## src/rtl/pc_msg_pkg.sv

```systemverilog
// Shared definitions for the PC-to-FPGA message deframer: state encoding,
// STOP pattern, default message geometry and a constant clog2 helper.
package pc_msg_pkg;

    // FSM state encoding
    localparam logic [1:0] IDLE     = 2'd0;
    localparam logic [1:0] COLLECT  = 2'd1;
    localparam logic [1:0] DISPATCH = 2'd2;

    // A STOP message is every bit of the assembled message equal to this value
    localparam logic STOP_FILL = 1'b0;

    // Default host message geometry (one word matches XB_SIZE)
    localparam int DEF_WORD_SIZE = 32;
    localparam int DEF_MSG_WORDS = 3;

    // Ceiling log2; clog2(1) = 0. Only used on constants.
    function automatic int clog2(input int value);
        int r;
        r = 0;
        for (int i = 0; i < 31; i++) begin
            if ((1 << i) < value) begin
                r = i + 1;
            end
        end
        return r;
    endfunction

endpackage

```

## src/rtl/sat_counter.sv

```systemverilog
// Saturating up-counter: increments on i_inc, sticks at all-ones.
module sat_counter #(
    parameter int CNT_W = 16
) (
    input  logic             CLK,
    input  logic             RESET,
    input  logic             i_inc,
    output logic [CNT_W-1:0] o_count
);

    logic [CNT_W-1:0] r_count;

    // Count events, holding at the maximum value instead of wrapping
    always_ff @(posedge CLK or posedge RESET) begin
        if (RESET) begin
            r_count <= '0;
        end else if (i_inc && (r_count != {CNT_W{1'b1}})) begin
            r_count <= r_count + 1'b1;
        end
    end

    assign o_count = r_count;

endmodule

```

## src/rtl/pc_msg_deframer.sv

```systemverilog
// Assembles fixed-length host messages from the FWFT word stream, routes each
// to one consumer channel over valid/ready, echoes accepted words, flags STOP
// messages and drops stalled partial messages after an idle timeout.
module pc_msg_deframer
    import pc_msg_pkg::*;
#(
    parameter int WORD_SIZE = DEF_WORD_SIZE,
    parameter int MSG_WORDS = DEF_MSG_WORDS,
    parameter int N_CH      = 3,
    parameter int CH_LSB    = 0,
    parameter int CH_BITS   = 2,
    parameter int TIMEOUT   = 1024,
    parameter int CNT_W     = 16,
    parameter int DELAY     = 1
) (
    input  logic                           CLK,
    input  logic                           RESET,
    input  logic                           pc_msg_valid,
    input  logic [WORD_SIZE-1:0]           pc_msg,
    output logic                           pc_msg_ack,
    output logic [N_CH-1:0]                msg_valid,
    input  logic [N_CH-1:0]                msg_ready,
    output logic [MSG_WORDS*WORD_SIZE-1:0] msg_data,
    output logic                           msg_is_stop,
    output logic                           echo_valid,
    output logic [WORD_SIZE-1:0]           echo_data,
    output logic                           err_timeout,
    output logic                           err_bad_ch,
    output logic [CNT_W-1:0]               n_msg,
    output logic [CNT_W-1:0]               n_err,
    output logic                           busy
);

    localparam int MSG_BITS = MSG_WORDS * WORD_SIZE;
    localparam int IW       = (MSG_WORDS > 1) ? clog2(MSG_WORDS) : 1;
    localparam int TW       = (clog2(TIMEOUT + 1) > 0) ? clog2(TIMEOUT + 1) : 1;

    localparam logic [IW-1:0]      LAST_IDX = IW'(MSG_WORDS - 1);
    localparam logic [TW-1:0]      TO_LAST  = TW'(TIMEOUT - 1);
    localparam logic [CH_BITS:0]   CH_LIMIT = (CH_BITS + 1)'(N_CH);

    logic [1:0]            r_state;
    logic [IW-1:0]         r_idx;
    logic [TW-1:0]         r_idle_cnt;
    logic [MSG_BITS-1:0]   r_msg_data;
    logic [N_CH-1:0]       r_msg_valid;
    logic                  r_is_stop;
    logic                  r_echo_valid;
    logic [WORD_SIZE-1:0]  r_echo_data;
    logic                  r_err_timeout;
    logic                  r_err_bad_ch;

    logic                  w_ack;
    logic                  w_last;
    logic [MSG_BITS-1:0]   w_next_data;
    logic [CH_BITS-1:0]    w_ch;
    logic                  w_ch_ok;
    logic [N_CH-1:0]       w_onehot;
    logic                  w_stop;
    logic                  w_bad;
    logic                  w_timeout;
    logic                  w_hs;
    logic                  w_err_inc;
    logic                  w_unused_delay;

    // DELAY exists for compatibility with the behavioural model; registered
    // assignments in this implementation carry no delay.
    assign w_unused_delay = (DELAY != 0);

    // FWFT read strobe: take the word whenever one is offered, except while a
    // finished message is still waiting for its consumer.
    assign w_ack  = pc_msg_valid && (r_state != DISPATCH);
    assign w_last = w_ack && (r_idx == LAST_IDX);

    // Message image including the word accepted this cycle, so the channel
    // and STOP decisions see the complete message on the last-word cycle.
    generate
        for (genvar gi = 0; gi < MSG_WORDS; gi++) begin : g_word
            assign w_next_data[gi*WORD_SIZE +: WORD_SIZE] =
                (w_ack && (r_idx == IW'(gi))) ? pc_msg
                                              : r_msg_data[gi*WORD_SIZE +: WORD_SIZE];
        end
    endgenerate

    assign w_ch    = w_next_data[CH_LSB +: CH_BITS];
    assign w_ch_ok = ({1'b0, w_ch} < CH_LIMIT);
    assign w_stop  = (w_next_data == {MSG_BITS{STOP_FILL}});

    generate
        for (genvar gi = 0; gi < N_CH; gi++) begin : g_onehot
            assign w_onehot[gi] = (w_ch == CH_BITS'(gi));
        end
    endgenerate

    assign w_bad     = w_last && !w_ch_ok;
    assign w_timeout = (r_state == COLLECT) && !w_ack && (r_idle_cnt == TO_LAST);
    // Only the addressed channel's ready matters: r_msg_valid is one-hot.
    assign w_hs      = |(r_msg_valid & msg_ready);
    assign w_err_inc = w_bad || w_timeout;

    // Message assembly, channel evaluation, dispatch hold and idle timeout
    always_ff @(posedge CLK or posedge RESET) begin
        if (RESET) begin
            r_state     <= IDLE;
            r_idx       <= '0;
            r_idle_cnt  <= '0;
            r_msg_data  <= '0;
            r_msg_valid <= '0;
            r_is_stop   <= 1'b0;
        end else begin
            case (r_state)
                IDLE, COLLECT: begin
                    if (w_ack) begin
                        r_msg_data <= w_next_data;
                        r_idle_cnt <= '0;
                        if (w_last) begin
                            r_idx <= '0;
                            if (w_ch_ok) begin
                                r_state     <= DISPATCH;
                                r_msg_valid <= w_onehot;
                                r_is_stop   <= w_stop;
                            end else begin
                                r_state <= IDLE;
                            end
                        end else begin
                            r_idx   <= r_idx + 1'b1;
                            r_state <= COLLECT;
                        end
                    end else if (w_timeout) begin
                        r_idx      <= '0;
                        r_idle_cnt <= '0;
                        r_state    <= IDLE;
                    end else if (r_state == COLLECT) begin
                        r_idle_cnt <= r_idle_cnt + 1'b1;
                    end
                end
                DISPATCH: begin
                    if (w_hs) begin
                        r_state     <= IDLE;
                        r_msg_valid <= '0;
                        r_is_stop   <= 1'b0;
                    end
                end
                default: begin
                    r_state     <= IDLE;
                    r_idx       <= '0;
                    r_idle_cnt  <= '0;
                    r_msg_valid <= '0;
                    r_is_stop   <= 1'b0;
                end
            endcase
        end
    end

    // One-cycle echo of each accepted word and error event pulses
    always_ff @(posedge CLK or posedge RESET) begin
        if (RESET) begin
            r_echo_valid  <= 1'b0;
            r_echo_data   <= '0;
            r_err_timeout <= 1'b0;
            r_err_bad_ch  <= 1'b0;
        end else begin
            r_echo_valid  <= w_ack;
            if (w_ack) begin
                r_echo_data <= pc_msg;
            end
            r_err_timeout <= w_timeout;
            r_err_bad_ch  <= w_bad;
        end
    end

    sat_counter #(
        .CNT_W (CNT_W)
    ) u_n_msg (
        .CLK     (CLK),
        .RESET   (RESET),
        .i_inc   (w_hs),
        .o_count (n_msg)
    );

    sat_counter #(
        .CNT_W (CNT_W)
    ) u_n_err (
        .CLK     (CLK),
        .RESET   (RESET),
        .i_inc   (w_err_inc),
        .o_count (n_err)
    );

    assign pc_msg_ack  = w_ack;
    assign msg_valid   = r_msg_valid;
    assign msg_data    = r_msg_data;
    assign msg_is_stop = r_is_stop;
    assign echo_valid  = r_echo_valid;
    assign echo_data   = r_echo_data;
    assign err_timeout = r_err_timeout;
    assign err_bad_ch  = r_err_bad_ch;
    assign busy        = (r_state != IDLE);

endmodule
```

## config.mk

```make
export PLATFORM = sky130hd
export DESIGN_NAME = pc_msg_deframer
export DESIGN_NICKNAME = d
export VERILOG_FILES = /design/src/rtl/pc_msg_pkg.sv /design/src/rtl/sat_counter.sv /design/src/rtl/pc_msg_deframer.sv
export SDC_FILE = /design/constraint.sdc
export NUM_CORES = 1
export LEC_CHECK = 0
export BUFFER_PORTS_ARGS = -buffer_cell sky130_fd_sc_hd__buf_2
export CAP_MARGIN = 20
export CORE_MARGIN = 8
export CORE_UTILIZATION = 55
export CTS_CLUSTER_DIAMETER = 30
export DETAILED_ROUTE_END_ITERATION = 16
export PLACE_DENSITY = 0.83
export SLEW_MARGIN = 20
export SYNTH_ARGS = -nofsm -noshare
export SYNTH_HDL_FRONTEND = slang
export SYNTH_SLANG_ARGS = --single-unit
```

## constraint.sdc

```tcl
create_clock -name CLK -period 15.6 [get_ports CLK]
set_input_delay 3.12 -clock CLK [delete_from_list [all_inputs] [get_ports CLK]]
set_output_delay 3.12 -clock CLK [all_outputs]
set_load 0.005 [all_outputs]
```

# Word-level counts from Yosys, hierarchy flattened
# Index checks and enable logic that the tools add are counted.
[classes]
add_sub_neg = 4
order_cmp = 1
n_eq_ne = 16
n_mux = 26
n_bitwise = 2
reduce_logical = 24
[op_table]
columns = ["cell", "count"]
rows = [
  ["96-bit zero test", 1],
  ["32-bit two-way mux", 3],
  ["11-bit two-way mux", 3],
  ["16-bit by 1-bit adder with 16-bit output, second input constant", 2],
  ["16-bit inequality test, second input constant", 2],
  ["11-bit case mux with 2 select lines", 1],
  ["2-bit two-way mux", 7],
  ["3-bit two-way mux", 4],
  ["11-bit by 1-bit adder with 11-bit output, second input constant", 1],
  ["11-bit by 10-bit == test with 1-bit output, second input constant", 1],
  ["1-bit logical AND", 9],
  ["2-bit inequality test, second input constant", 4],
  ["2-bit case mux with 2 select lines", 2],
  ["2-bit AND reduction", 4],
  ["2-bit by 1-bit == test with 1-bit output, second input constant", 3],
  ["2-bit == test, second input constant", 3],
  ["2-bit zero test", 3],
  ["3-bit case mux with 2 select lines", 1],
  ["1-bit two-way mux", 4],
  ["4-bit inequality test, second input constant", 1],
  ["4-bit AND reduction", 1],
  ["3-bit AND", 1],
  ["3-bit inequality test, second input constant", 1],
  ["3-bit OR reduction", 1],
  ["9 further kinds", 10],
]
[word_totals]
regBits = 182
inputBits = 38
output_inout_bits = 169
wordCells = 85

# Logic depth before layout (Yosys ltp)
[logic_depth]
word_depth = 9
depth_mapped = 7

# Hierarchy
# Synthesis repeated with hierarchy kept, for this count alone.
[hier_totals]
cells_unflattened = 585
hier_area_um2 = 7764.9
[by_module_without_submodules]
columns = ["mod", "instances", "cells_per_inst", "area_each_um2", "seq_area_each_um2"]
rows = [
  ["pc_msg_deframer", 1, 443, 6153.4, 3753.6],
  ["sat_counter", 2, 71, 805.8, 400.4],
]

# Least setup slack after synthesis
# OpenSTA, ideal clock, no wires.
[synth_timing]
path_type = "input to output"
start = "input pc_msg_valid"
end = "output pc_msg_ack"
arrival_ns = 3.867
required_ns = 12.480
path_slack_ns = 8.613
stages = 4
n_path_buf = 2
cell_sequence = "buf_2 > nand2_1 > buf_1 > inv_1"
[synth_between]
elab_chain_cells = 1
[synth_lines]
columns = ["element", "line", "source"]
rows = [
  ["from (decl)", "pc_msg_deframer.sv:18", "input logic pc_msg_valid,"],
  ["1-bit logical AND", "pc_msg_deframer.sv:72", "assign w_ack = pc_msg_valid && (r_state != DISPATCH);"],
  ["to (decl)", "pc_msg_deframer.sv:20", "output logic pc_msg_ack,"],
]
# Every way passes these cells.

# Worst setup path in the final report
# Ends and elaborated chain as after synthesis.

==> results.py <==
metrics = {
    "worst_hold_path": {
        "min_to": "msg_is_stop",
        "timing.hold.worst.start": "msg_is_stop",
        "hold_path_depth": 2,
        "hold_path_class": "reg -> reg",
    },
    "worst_setup_path": {
        "worstReg2RegStart": "r_state[1]",
        "critical_path_arrival_ps": 4080,
        "critical_path.max_fanout": 33,
        "timing.critical_path.slowest_cell_delay_ps": 440,
        "crit_path_frequent_cell": "sky130_fd_sc_hd__buf_2",
        "crit_reg_reg_endpoint": "u_n_err.o_count[1]",
        "worst_case_reg_to_reg_path_depth": 4,
        "critical_path.n_buffers_inverters": 4,
        "critPathSlowestCell": "sky130_fd_sc_hd__buf_4",
        "crit_chain": "buf_2 > nand2_1 > buf_4 > inv_1 > buf_2",
        "end_kind": "output port",
        "required_ps": 12480,
        "cp-start-kind": "input port",
        "ff2ff_setup_slack_ps": 13060,
        "start_to_end_type_of_the_worst_setup_path": "in -> out",
        "cpLargestDelayFamily": "buffers and inverters",
    },
    "pwr": {
        "share_comb_of_total_power_pct": 29.7,
        "switching_power_w": 0.000542,
        "peakVddDrop_v": 0.000107,
        "power.total_w": 0.00168,
        "power_per_cell_area_mw_per_mm2": 176,
        "internal-power_w": 0.00113,
        "seqPwrFrac_pct": 46.1,
        "switching_share_pct": 32.3,
        "power.share.clock_pct": 24.2,
        "static-leakage-power_nw": 4.46,
    },
    "route": {
        "drt-wirelength-per-cell_microns": 21.0,
        "routed_wl_microns": 20800,
        "drtPass1Iterations": 4,
        "drc": 0,
        "route.detailed.vias_per_inst": 5.88,
        "ant_nets": 0,
        "first_iter_violations": 333,
        "via_count": 5830,
    },
    "global_routing": {
        "use_met2_pct": 35.3,
        "grt_max_degree": 97,
        "grt_pass1_wl_microns": 32500,
        "busiest_layer": "met2",
        "number_of_antenna_violations_at_the_first_check_in_global_routing": 0,
        "met3_usage_pct": 7.73,
        "total_congestion_overflow": 0,
        "grtUsageMet1_pct": 29.5,
        "vias_in_the_first_global_route": 6008,
        "grt_use_total_pct": 22.8,
    },
    "synth": {
        "yosysTopAreaCellShare_pct": 58.9,
        "postSynth.asyncResetShare_pct": 100,
        "ys_seq_elements": 182,
        "synth-main-ff-cell": "sky130_fd_sc_hd__dfrtp_1",
        "synth_enable_flop_cells": 0,
        "yosysWarnings": 0,
        "post_synth_inst_count": 593,
        "synthesis.area_per_instance_sq_um": 13.0,
        "syn-num-nets": 634,
        "yosysUniqueCellTypes": 47,
        "syn-cell-area_sq_mm": 0.00773,
        "synth_seq_area_share_pct": 58.9,
        "synth_area_leaders": "sky130_fd_sc_hd__dfrtp_1 59%, sky130_fd_sc_hd__mux2_2 19%, sky130_fd_sc_hd__xnor2_1 2.8%, sky130_fd_sc_hd__nor4_1 2.7%, sky130_fd_sc_hd__nand2_1 1.9%",
        "yosys.area.top_type": "sky130_fd_sc_hd__dfrtp_1",
    },
    "placed_design": {
        "dp.final_hpwl_microns": 15300,
        "placed_cells": 962,
        "io_buffers": 206,
        "gp_congestion": 0.820,
    },
    "die": {
        "placement_rows": 43,
        "die_height_microns": 135,
        "fp.dieArea_sq_mm": 0.0181,
        "die_width_microns": 135,
        "floorplan.initialDensity_pct": 55.9,
        "ioPinCount": 207,
        "core_sq_mm": 0.0138,
    },
    "finish": {
        "fillCellCount": 1008,
        "multi_input_area_sq_mm": 0.00309,
        "antenna-diode-count": 0,
        "areaGrowthSynthToFinish_pct": 23.1,
        "layout.nets": 842,
        "footprint_of_the_flip_flops_and_latches_sq_mm": 0.00455,
        "final_cell_count_without_fillers": 992,
        "post_route_cells_drive_above_1_share_pct": 46.7,
    },
    "clock_network": {
        "tritoncts": "yes",
        "cts_resized": 0,
        "numCtsBuffers": 17,
        "clock_latency_ps": 430,
        "postCtsHoldBufs": 0,
        "clockBufferDepth": 2,
        "post_cts.repair.setup_buffers": 0,
        "clock_sinks": 182,
        "clock_tree.htree_level_count": 4,
        "worst_setup_hold_path_clk_slew_ps": 60,
        "cts_root_buffer": "sky130_fd_sc_hd__clkbuf_16",
    },
    "outcome": {
        "outcome": "finished, final reports clean",
    },
    "sta": {
        "min_period_over_period_pct": 46.2,
        "tns_ps": 0,
        "setup-violations-final": 0,
        "maxClockFrequency_mhz": 139,
        "max-slew-margin-rel_pct": 31.7,
        "clock-skew-final_ps": 10.5,
        "slew_viol_final": 0,
        "hold_violations": 0,
        "final_period_minus_worst_setup_slack_ps": 7200,
        "grt_setup_unrepaired": "false",
        "tightestPinTransition_ps": 1020,
    },
    "flow_run": {
        "timing.max_cap.violations": 0,
    },
}
through the flow:
stage | area (sq um) | util, % | hold slack, ps | setup WS, ps
5_1_grt | 9520 | 68.8 | 510 | 8290
4_1_cts | 9510 | 68.8 | 490 | 8390
2_1_floorplan | 7730 | - | 473 | 7540
6_report | 9520 | 68.8 | 490 | 8400
3_5_place_dp | 8970 | 64.9 | 476 | 8390
3_3_place_gp | 8970 | 64.9 | 472 | 8450
final cells by class:
type,instances,area share (%)
tap,180,2.37
multi-input combinational,384,32.5
clock inverter,9,1.10
clock buffer,21,4.63
inverter,5,0.276
sequential,182,47.9
timing repair buffer,211,11.3
state kept, by name (all words and copies together) (netlist names), 2 cells and up:
signal and count:
r_idx 2, echo_data 32, u_n_msg.o_count 16, msg_valid 3, r_idle_cnt 11, u_n_err.o_count 16
msg_data 96, r_state 2
cell usage after synthesis, types with 2 or more instances:
library cell	n
sky130_fd_sc_hd__nor2_1	18
sky130_fd_sc_hd__buf_2	4
sky130_fd_sc_hd__and3_1	12
sky130_fd_sc_hd__o41ai_1	3
sky130_fd_sc_hd__mux2_2	130
sky130_fd_sc_hd__nor2b_1	5
sky130_fd_sc_hd__buf_1	3
sky130_fd_sc_hd__nor3_1	8
sky130_fd_sc_hd__and4_1	5
sky130_fd_sc_hd__o211ai_1	2
sky130_fd_sc_hd__a21o_1	2
sky130_fd_sc_hd__ha_1	3
sky130_fd_sc_hd__clkbuf_1	14
sky130_fd_sc_hd__nand2b_1	7
sky130_fd_sc_hd__xor2_1	5
sky130_fd_sc_hd__nor4_1	34
sky130_fd_sc_hd__mux2i_1	3
sky130_fd_sc_hd__inv_1	5
sky130_fd_sc_hd__nand2_1	39
sky130_fd_sc_hd__a21oi_1	4
sky130_fd_sc_hd__xnor2_1	25
sky130_fd_sc_hd__o21ai_0	17
sky130_fd_sc_hd__and2_1	3
sky130_fd_sc_hd__dfrtp_1	182
sky130_fd_sc_hd__or2_2	3
sky130_fd_sc_hd__o31ai_1	5
sky130_fd_sc_hd__nand3_1	19
sky130_fd_sc_hd__nand4_1	14
power by group through the flow:
stage / Combinational [W] / Clock, W / Sequential, W
after floorplan: 0.000250 / 0 / 0.000759
after global placement: 0.000490 / 0 / 0.000762
after detailed placement: 0.000505 / 0 / 0.000777
after CTS: 0.000508 / 0.000413 / 0.000771
after global routing: 0.000542 / 0.000433 / 0.000795
final: 0.000498 / 0.000405 / 0.000773
worst max-delay path by stage:
stage,from,to,cells past startpoint
after floorplan,RESET,echo_data[0],1
after global placement,pc_msg_valid,pc_msg_ack,5
after detailed placement,pc_msg_valid,pc_msg_ack,5
after CTS,pc_msg_valid,pc_msg_ack,5
after global routing,pc_msg_valid,pc_msg_ack,5
final,pc_msg_valid,pc_msg_ack,5
placed cells by master, fill, tap and decap left out, types with 2 or more instances in the layout:
cell type and n:
sky130_fd_sc_hd__clkbuf_16 17, sky130_fd_sc_hd__and3_1 12, sky130_fd_sc_hd__nand3_1 19, sky130_fd_sc_hd__o211ai_1 2
sky130_fd_sc_hd__a21o_1 2, sky130_fd_sc_hd__or2_2 3, sky130_fd_sc_hd__ha_1 3, sky130_fd_sc_hd__xor2_1 5
sky130_fd_sc_hd__nand2b_1 7, sky130_fd_sc_hd__nor2b_1 5, sky130_fd_sc_hd__mux2i_1 3, sky130_fd_sc_hd__o41ai_1 3
sky130_fd_sc_hd__dfrtp_1 182, sky130_fd_sc_hd__nor2_1 17, sky130_fd_sc_hd__nand4_1 14, sky130_fd_sc_hd__o21ai_0 17
sky130_fd_sc_hd__nor4_1 34, sky130_fd_sc_hd__buf_2 206, sky130_fd_sc_hd__a21oi_1 4, sky130_fd_sc_hd__and2_1 3
sky130_fd_sc_hd__nand2_1 39, sky130_fd_sc_hd__clkbuf_1 4, sky130_fd_sc_hd__inv_1 4, sky130_fd_sc_hd__buf_4 4
sky130_fd_sc_hd__o31ai_1 5, sky130_fd_sc_hd__xnor2_1 25, sky130_fd_sc_hd__and4_1 5, sky130_fd_sc_hd__mux2_2 130
sky130_fd_sc_hd__clkinv_2 4, sky130_fd_sc_hd__bufinv_16 2, sky130_fd_sc_hd__nor3_1 7
cells by family (layout without fill, tap and decap cells):
logic type | after synthesis | after routing | share of synthesized area (%)
flip-flops | 182 | 182 | 58.9
AO/OA/AOI/OAI | 42 | 42 | 3.56
multiplexers | 133 | 133 | 19.3
XOR/XNOR | 31 | 31 | 3.61
adder cells (fa/ha/maj) | 3 | 3 | 0.485
AND/OR/NAND/NOR | 175 | 175 | 12.7
buffers and inverters | 27 | 246 | 1.47
metal layers:
| metal | vias up | routed length (microns) | part of all wire, % |
|---|---|---|---|
| met2 | 230 | 10000 | 48 |
| li1 | 2588 | - | - |
| met3 | 28 | 1780 | 8.6 |
| met5 | - | 0 | 0 |
| met4 | 0 | 330 | 1.6 |
| met1 | 2984 | 8670 | 42 |
worst reg2reg max path, stage by stage (launching register included):
cell                      delay [ps]
sky130_fd_sc_hd__dfrtp_1         550
sky130_fd_sc_hd__or4b_4          630
sky130_fd_sc_hd__nor4_4          450
sky130_fd_sc_hd__o32a_2          440
sky130_fd_sc_hd__mux2_2          380
(Power assumes the default switching activity.)
